**config.mk**
```make
export PLATFORM = sky130hd
export DESIGN_NAME = comp_mult_arbiter
export DESIGN_NICKNAME = d
export VERILOG_FILES = /design/src/rtl/comp_mult_arbiter_pkg.sv /design/src/rtl/comp_mult_tag_fifo.sv /design/src/rtl/comp_mult_arbiter.sv
export SDC_FILE = /design/constraint.sdc
export NUM_CORES = 1
export LEC_CHECK = 0
export CORE_AREA = 2 2 99 101
export CTS_CLUSTER_SIZE = 14
export DETAILED_ROUTE_END_ITERATION = 8
export DIE_AREA = 0 0 101 103
export PLACE_DENSITY = 0.8
export SLEW_MARGIN = 20
export SYNTH_ARGS = -nofsm -noshare
export SYNTH_HDL_FRONTEND = slang
export SYNTH_SLANG_ARGS = --single-unit
export TNS_END_PERCENT = 20
```
**constraint.sdc**
```tcl
create_clock -name clk -period 3.55 [get_ports clk]
set_input_delay 0.71 -clock clk [delete_from_list [all_inputs] [get_ports clk]]
set_output_delay 0.71 -clock clk [all_outputs]
set_load 0.005 [all_outputs]
```
**src/rtl/comp_mult_arbiter_pkg.sv**
```systemverilog
// Shared definitions for the complex-multiplier arbiter.
// Provides default parameter values, derived-width helpers and the slice
// helper used to pick one requester's operand bundle out of the packed bus.
package comp_mult_arbiter_pkg;

    localparam int DEF_DWIDTH    = 8;
    localparam int DEF_NO_REQ    = 4;
    localparam int DEF_TAG_DEPTH = 4;

    // Operand bundle {x1,y1,x2,y2}.
    function automatic int op_width(input int dwidth);
        return 4 * dwidth;
    endfunction

    // Result bundle {xr,yr}.
    function automatic int res_width(input int dwidth);
        return 4 * (dwidth + 1);
    endfunction

    // Requester index width; never collapses to zero bits.
    function automatic int idx_width(input int n);
        return (n > 1) ? $clog2(n) : 1;
    endfunction

    // LSB of requester idx's slice in a packed per-requester bus.
    function automatic int slice_lsb(input int idx, input int width);
        return idx * width;
    endfunction

endpackage

```
**src/rtl/comp_mult_tag_fifo.sv**
```systemverilog
// Synchronous FIFO holding the requester index of every operation that is
// in flight inside the multiplier.
// Ports:
//   clk, rst_n (async, active low), sw_rst (sync clear, active high)
//   push / wdata : enqueue (ignored while full)
//   pop  / rdata : dequeue (ignored while empty); rdata is the current head
//   full, empty, count : occupancy, all derived from registered count
module comp_mult_tag_fifo
    import comp_mult_arbiter_pkg::*;
#(
    parameter int WIDTH = 2,
    parameter int DEPTH = DEF_TAG_DEPTH
) (
    input  logic                     clk,
    input  logic                     rst_n,
    input  logic                     sw_rst,
    input  logic                     push,
    input  logic                     pop,
    input  logic [WIDTH-1:0]         wdata,
    output logic [WIDTH-1:0]         rdata,
    output logic                     full,
    output logic                     empty,
    output logic [$clog2(DEPTH):0]   count
);

    localparam int PTR_W = $clog2(DEPTH);
    localparam int CNT_W = PTR_W + 1;

    logic [PTR_W-1:0] wr_ptr_q, wr_ptr_d;
    logic [PTR_W-1:0] rd_ptr_q, rd_ptr_d;
    logic [CNT_W-1:0] count_q, count_d;
    logic [WIDTH-1:0] mem_q [DEPTH];
    logic             do_push, do_pop;

    assign full  = (count_q == CNT_W'(DEPTH));
    assign empty = (count_q == '0);
    assign count = count_q;
    assign rdata = mem_q[rd_ptr_q];

    // NOTE: every signal written here gets a default first, so no path can leave it unassigned and infer a latch.
    always_comb begin
        do_push  = push & ~full;
        do_pop   = pop & ~empty;
        wr_ptr_d = wr_ptr_q;
        rd_ptr_d = rd_ptr_q;
        count_d  = count_q;
        // DEPTH is a power of two, so the pointers wrap on natural overflow.
        if (do_push) wr_ptr_d = wr_ptr_q + 1'b1;
        if (do_pop)  rd_ptr_d = rd_ptr_q + 1'b1;
        case ({do_push, do_pop})
            2'b10:   count_d = count_q + 1'b1;
            2'b01:   count_d = count_q - 1'b1;
            default: count_d = count_q;
        endcase
        if (sw_rst) begin
            wr_ptr_d = '0;
            rd_ptr_d = '0;
            count_d  = '0;
        end
    end

    // NOTE: state registers use non-blocking assignments so every flop samples pre-edge values.
    always_ff @(posedge clk or negedge rst_n) begin
        if (!rst_n) begin
            wr_ptr_q <= '0;
            rd_ptr_q <= '0;
            count_q  <= '0;
        end else begin
            wr_ptr_q <= wr_ptr_d;
            rd_ptr_q <= rd_ptr_d;
            count_q  <= count_d;
        end
    end

    // NOTE: storage is deliberately not reset; count/pointers alone define which entries are valid.
    always_ff @(posedge clk) begin
        if (do_push) mem_q[wr_ptr_q] <= wdata;
    end

endmodule

```
**src/rtl/comp_mult_arbiter.sv**
```systemverilog
// Shares one in-order complex multiplier between NO_REQ requesters.
// Operand requests are arbitrated round-robin with zero added latency; the
// requester index of each accepted operation is queued so every result is
// routed back to the requester that issued it.
// Ports:
//   clk, rst_n (async, active low), sw_rst (sync clear, active high)
//   req_op_val/rdy/data   : per-requester operand channels (packed, slice i = requester i)
//   req_res_val/rdy       : per-requester result handshake; req_res_data is broadcast
//   mult_op_val/rdy/data  : operand channel to the multiplier
//   mult_res_val/rdy/data : result channel from the multiplier
//   busy       : at least one operation outstanding
//   err_orphan : sticky, a result arrived while nothing was outstanding
module comp_mult_arbiter
    import comp_mult_arbiter_pkg::*;
#(
    parameter int DWIDTH    = DEF_DWIDTH,
    parameter int NO_REQ    = DEF_NO_REQ,
    parameter int TAG_DEPTH = DEF_TAG_DEPTH
) (
    input  logic                         clk,
    input  logic                         rst_n,
    input  logic                         sw_rst,
    input  logic [NO_REQ-1:0]            req_op_val,
    output logic [NO_REQ-1:0]            req_op_rdy,
    input  logic [NO_REQ*4*DWIDTH-1:0]   req_op_data,
    output logic [NO_REQ-1:0]            req_res_val,
    input  logic [NO_REQ-1:0]            req_res_rdy,
    output logic [4*(DWIDTH+1)-1:0]      req_res_data,
    output logic                         mult_op_val,
    input  logic                         mult_op_rdy,
    output logic [4*DWIDTH-1:0]          mult_op_data,
    input  logic                         mult_res_val,
    output logic                         mult_res_rdy,
    input  logic [4*(DWIDTH+1)-1:0]      mult_res_data,
    output logic                         busy,
    output logic                         err_orphan
);

    localparam int OP_W  = op_width(DWIDTH);
    localparam int IDX_W = idx_width(NO_REQ);
    localparam int CNT_W = $clog2(TAG_DEPTH) + 1;
    localparam logic [IDX_W-1:0] LAST_IDX = IDX_W'(NO_REQ - 1);

    logic [IDX_W-1:0] rr_q, rr_d;
    logic [IDX_W-1:0] lock_idx_q, lock_idx_d;
    logic             lock_q, lock_d;
    logic             err_orphan_q, err_orphan_d;
    logic [IDX_W-1:0] grant, head;
    logic             tag_full, tag_empty, op_accept, res_accept;
    logic [CNT_W-1:0] tag_count;

    // Round-robin search starting one past the last accepted index. While
    // locked, the stalled grant is held so mult_op_data cannot change under
    // a pending handshake.
    always_comb begin : arbitrate
        logic             found;
        logic [IDX_W-1:0] cand;
        found = 1'b0;
        cand  = '0;
        grant = lock_q ? lock_idx_q : rr_q;
        if (!lock_q) begin
            for (int k = 1; k <= NO_REQ; k++) begin
                cand = IDX_W'((int'(rr_q) + k) % NO_REQ);
                if (!found && req_op_val[cand]) begin
                    grant = cand;
                    found = 1'b1;
                end
            end
        end
    end

    // Operand path: pure routing, no added latency.
    assign mult_op_val  = (|req_op_val) & ~tag_full;
    assign op_accept    = mult_op_val & mult_op_rdy;
    assign mult_op_data = req_op_data[slice_lsb(int'(grant), OP_W) +: OP_W];

    always_comb begin
        req_op_rdy        = '0;
        req_op_rdy[grant] = op_accept;
    end

    // Result path: the FIFO head names the issuer of the oldest operation.
    // With nothing outstanding, results are orphans and are swallowed.
    always_comb begin
        req_res_val       = '0;
        req_res_val[head] = mult_res_val & ~tag_empty;
        mult_res_rdy      = tag_empty ? 1'b1 : req_res_rdy[head];
    end

    assign res_accept   = mult_res_val & mult_res_rdy & ~tag_empty;
    assign req_res_data = mult_res_data;
    assign busy         = (tag_count != '0);
    assign err_orphan   = err_orphan_q;

    always_comb begin
        lock_d       = lock_q;
        lock_idx_d   = lock_idx_q;
        rr_d         = rr_q;
        err_orphan_d = err_orphan_q;
        if (op_accept) begin
            lock_d = 1'b0;
            rr_d   = grant;
        end else if (mult_op_val) begin
            lock_d     = 1'b1;
            lock_idx_d = grant;
        end
        if (mult_res_val && tag_empty) err_orphan_d = 1'b1;
        if (sw_rst) begin
            lock_d       = 1'b0;
            lock_idx_d   = '0;
            rr_d         = LAST_IDX;
            err_orphan_d = 1'b0;
        end
    end

    always_ff @(posedge clk or negedge rst_n) begin
        if (!rst_n) begin
            lock_q       <= 1'b0;
            lock_idx_q   <= '0;
            rr_q         <= LAST_IDX;
            err_orphan_q <= 1'b0;
        end else begin
            lock_q       <= lock_d;
            lock_idx_q   <= lock_idx_d;
            rr_q         <= rr_d;
            err_orphan_q <= err_orphan_d;
        end
    end

    comp_mult_tag_fifo #(
        .WIDTH (IDX_W),
        .DEPTH (TAG_DEPTH)
    ) u_tag_fifo (
        .clk    (clk),
        .rst_n  (rst_n),
        .sw_rst (sw_rst),
        .push   (op_accept),
        .pop    (res_accept),
        .wdata  (grant),
        .rdata  (head),
        .full   (tag_full),
        .empty  (tag_empty),
        .count  (tag_count)
    );

endmodule

```
==> results <==
==> metal layers <==
| metal | global-route usage (%) | wire (µm) |
|---|---|---|
| met5 | 0 | 13 |
| met4 | 4.366 | 183 |
| met3 | 7.051 | 1103 |
| met2 | 26.31 | 4611 |
| met1 | 18.48 | 3228 |
==> synth_stat cells, drive strengths merged (2+ instances only) <==
| master | count |
|---|---|
| a21boi | 2 |
| a21oi | 7 |
| and2 | 6 |
| buf | 42 |
| clkbuf | 2 |
| dfrtp | 11 |
| dfstp | 2 |
| edfxtp | 8 |
| ha | 4 |
| inv | 7 |
| mux2 | 2 |
| mux2i | 6 |
| mux4 | 34 |
| nand2 | 8 |
| nand2b | 7 |
| nor2 | 19 |
| nor2b | 2 |
| nor3 | 4 |
| o21ai | 2 |
| o41ai | 2 |
| or2b | 2 |
| xnor2 | 3 |
==> power by group through the flow <==
stage                     Clock, mW  Combinational [mW]  Sequential [mW]
after floorplan                   0               0.681            0.357
after global placement            0                1.27            0.368
after detailed placement          0                1.30            0.371
after CTS                     0.157                1.35            0.367
after global routing          0.172                1.48            0.378
final                         0.157                1.38            0.367
==> per-stage QoR <==
step	power [mW]	utilization [%]
global placement	1.641	43.58
global route	2.035	45.98
floorplan	1.039	-
finish	1.899	45.98
detailed placement	1.670	43.58
CTS	1.873	45.29
==> how the worst min path moves through the flow <==
stage                from         end  slack (ps)  cells after the start
2_1_floorplan       rst_n  err_orphan         410                      0
3_3_place_gp   err_orphan  err_orphan         480                      2
3_5_place_dp   err_orphan  err_orphan         490                      2
4_1_cts        err_orphan  err_orphan         510                      2
5_1_grt        err_orphan  err_orphan         570                      2
6_report       err_orphan  err_orphan         510                      2
==> timing repair <==
item | CTS | global route
gates resized for setup | 90 | 8
setup buffers | 13 | 2
cloned | 2 | 1
pin swaps | 2 | 2
endpoints found under the setup margin | 36 | 34
==> tightest hold or removal path: cells and delay by family, from the launching register on <==
kind               cells  cell delay (ps)
DFF                    1              350
AOI/OAI and AO/OA      1               50
and+or+nand+nor        1               70
==> area by class of cell <==
cell class                 instances  area, µm²  share of cell area, %
clock inverter                     1      5.005                 0.1151
sequential                        21      568.0                  13.06
timing repair buffer             215       2131                  48.99
multi-input combinational        120       1435                  33.00
tap                              114      142.6                  3.280
inverter                           7      26.28                 0.6041
clock buffer                       3      41.29                 0.9494
==> flip-flops by register name (all words and copies together) (netlist names) <==
name,count
lock_q,1
err_orphan,1
u_tag_fifo.count,3
u_tag_fifo.wr_ptr_q,2
u_tag_fifo.mem_q,8
u_tag_fifo.rd_ptr_q,2
lock_idx_q,2
rr_q,2
==> cells by family after synthesis <==
| kind of cell | after synthesis |
|---|---|
| adder cells (fa/ha/maj) | 5 |
| AO/OA/AOI/OAI | 19 |
| multiplexers | 42 |
| AND/OR/NAND/NOR | 51 |
| flip-flops | 21 |
| XOR/XNOR | 3 |
| buffers and inverters | 51 |
==> results.txt <==
status: finished, final reports clean
asr flop ratio synth: 61.90%
via count: 2293
CTS sink cnt: 21
DIE HEIGHT: 103 µm
Die Area: 10400 µm²
Comb pwr share: 72.4%
Psw: 641.6 µW
XOR/XNOR Fraction of Synth Area: 1.442%
Initial DRC Count: 56
CTS tree: done
Worst setup EP type: output port
Port Buffers: 184
Cells after Synth: 192
class of the worst hold path: register to register
CP Max Fanout: 6
Synth Area in Simple Gates: 11.06%
Post-synth EDFFs: 8
DP Area: 4123 µm²
Compound-Gate Fraction of Synth Area: 7.692%
DIE WIDTH: 101 µm
Setup WS post-layout: 126.2 ps
CP arrival: 2710 ps
syn_nets: 374
post-synthesis sequential area ratio: 24.25%
DR vias/cell: 4.767
maxcap violations: 0
H-tree levels: 1
largest net degree at the start of global routing: 28
Tot GR Track Use: 15.75%
largest area contributor in the netlist: mux4_2
syn avg cell area: 12.20 µm²
Seq pwr share: 19.3%
clock share of power: 8.2%
Startpoint Class: input port
clk_lat worst skew: 260 ps
IO Count: 257
post-synthesis mux area share: 37.50%
setup TNS: 0 ps
pre-CTS setup slack: -304.5 ps
number of diodes: 0
Synth cell types: 41
Sw Ratio: 33.79%
Cell Pwr Density: 436.6 nW/µm²
Final HPWL DP: 7623 µm
root buffer cell: clkbuf_8
design area: 4349 µm²
Pint: 1.257 mW
commonest cells after routing, fill and taps aside: 145 x clkdlybuf4s50_1, 28 x mux4_2, 19 x buf_4
initial antenna violation count: 1
RR Startpoint: u_tag_fifo.rd_ptr_q[0]
top post-synthesis cells by area: mux4_2 27%, dfrtp_1 12%, buf_4 12%
fmax: 292.1 MHz
Rows: 36
CP Class: input port to output port
main combinational cell family by area after synthesis: multiplexers
Adder-Cell Fraction of Synth Area: 2.991%
first-pass GRT wire length: 12450 µm
Setup crit end: mult_op_data[28]
max-slew violations: 0
Core Area: 9459 µm²
Tightest Pin Transition: 601.5 ps
share of the synthesized area in the top cell type: 26.92%
CP delay by family, top: buffers and inverters
critical path cell sequence: dlygate4sd2_1, a21boi_2, o41ai_4, buf_6, buf_12, buf_16, mux4_2, dlygate4sd2_1
CP Buf/Inv Count: 5
Crit path depth: 8
First-pass DRT Iterations: 4
VDD IR max: 159.6 µV
Total Wirelength: 9140 µm
clock buffer depth: 2
CP max stage delay: 490 ps
# fillers: 900
vias in the first global route: 2449
Nets: 550
wire per inst: 19.00 µm
min cycle time layout: 3424 ps
GRT overflow: 0
final non-filler cell total: 481
Worst setup startpoint: req_op_val[3]
Crit Reg-Reg Endpoint: u_tag_fifo.count[2]
drt drc: 0
FF-to-FF path depth: 8
Critical Path Slowest Stage Cell: mux4_2
Clock Skews: 1.902 ps
commonest non-fill, non-tap cell in the layout: clkdlybuf4s50_1
Netlist Area Pre-Place: 2342 µm²
DP Cell Count: 459
cts-stage hold buffer count: 0
Top FF cell, synth: dfrtp_1
Initial Util: 24.76%
Area Growth Syn to Fin: 85.68%
R2R Setup Slk: 720 ps
RSZ-0062 raised after global routing: false
Reg clk slew, reported paths: 80 ps
CP dominant cell by count: dlygate4sd2_1
Placer Congestion: 0.7327
ratio of cells with drive above 1 in the final layout: 25.34%
Synth Warn #: 0
required time worst endpoint: 2840 ps
max_slew headroom: 59.77%
Hold WS: 505.4 ps
ANT nets after route: 0
TritonCTS Buffers: 3
leakage power total: 1.764 nW
Setup violations, final: 0
Seq cells post-synth: 21
Fin. Hold Viols: 0
fin crit share: 96.45%
Power figures use the tool's default switching activity.
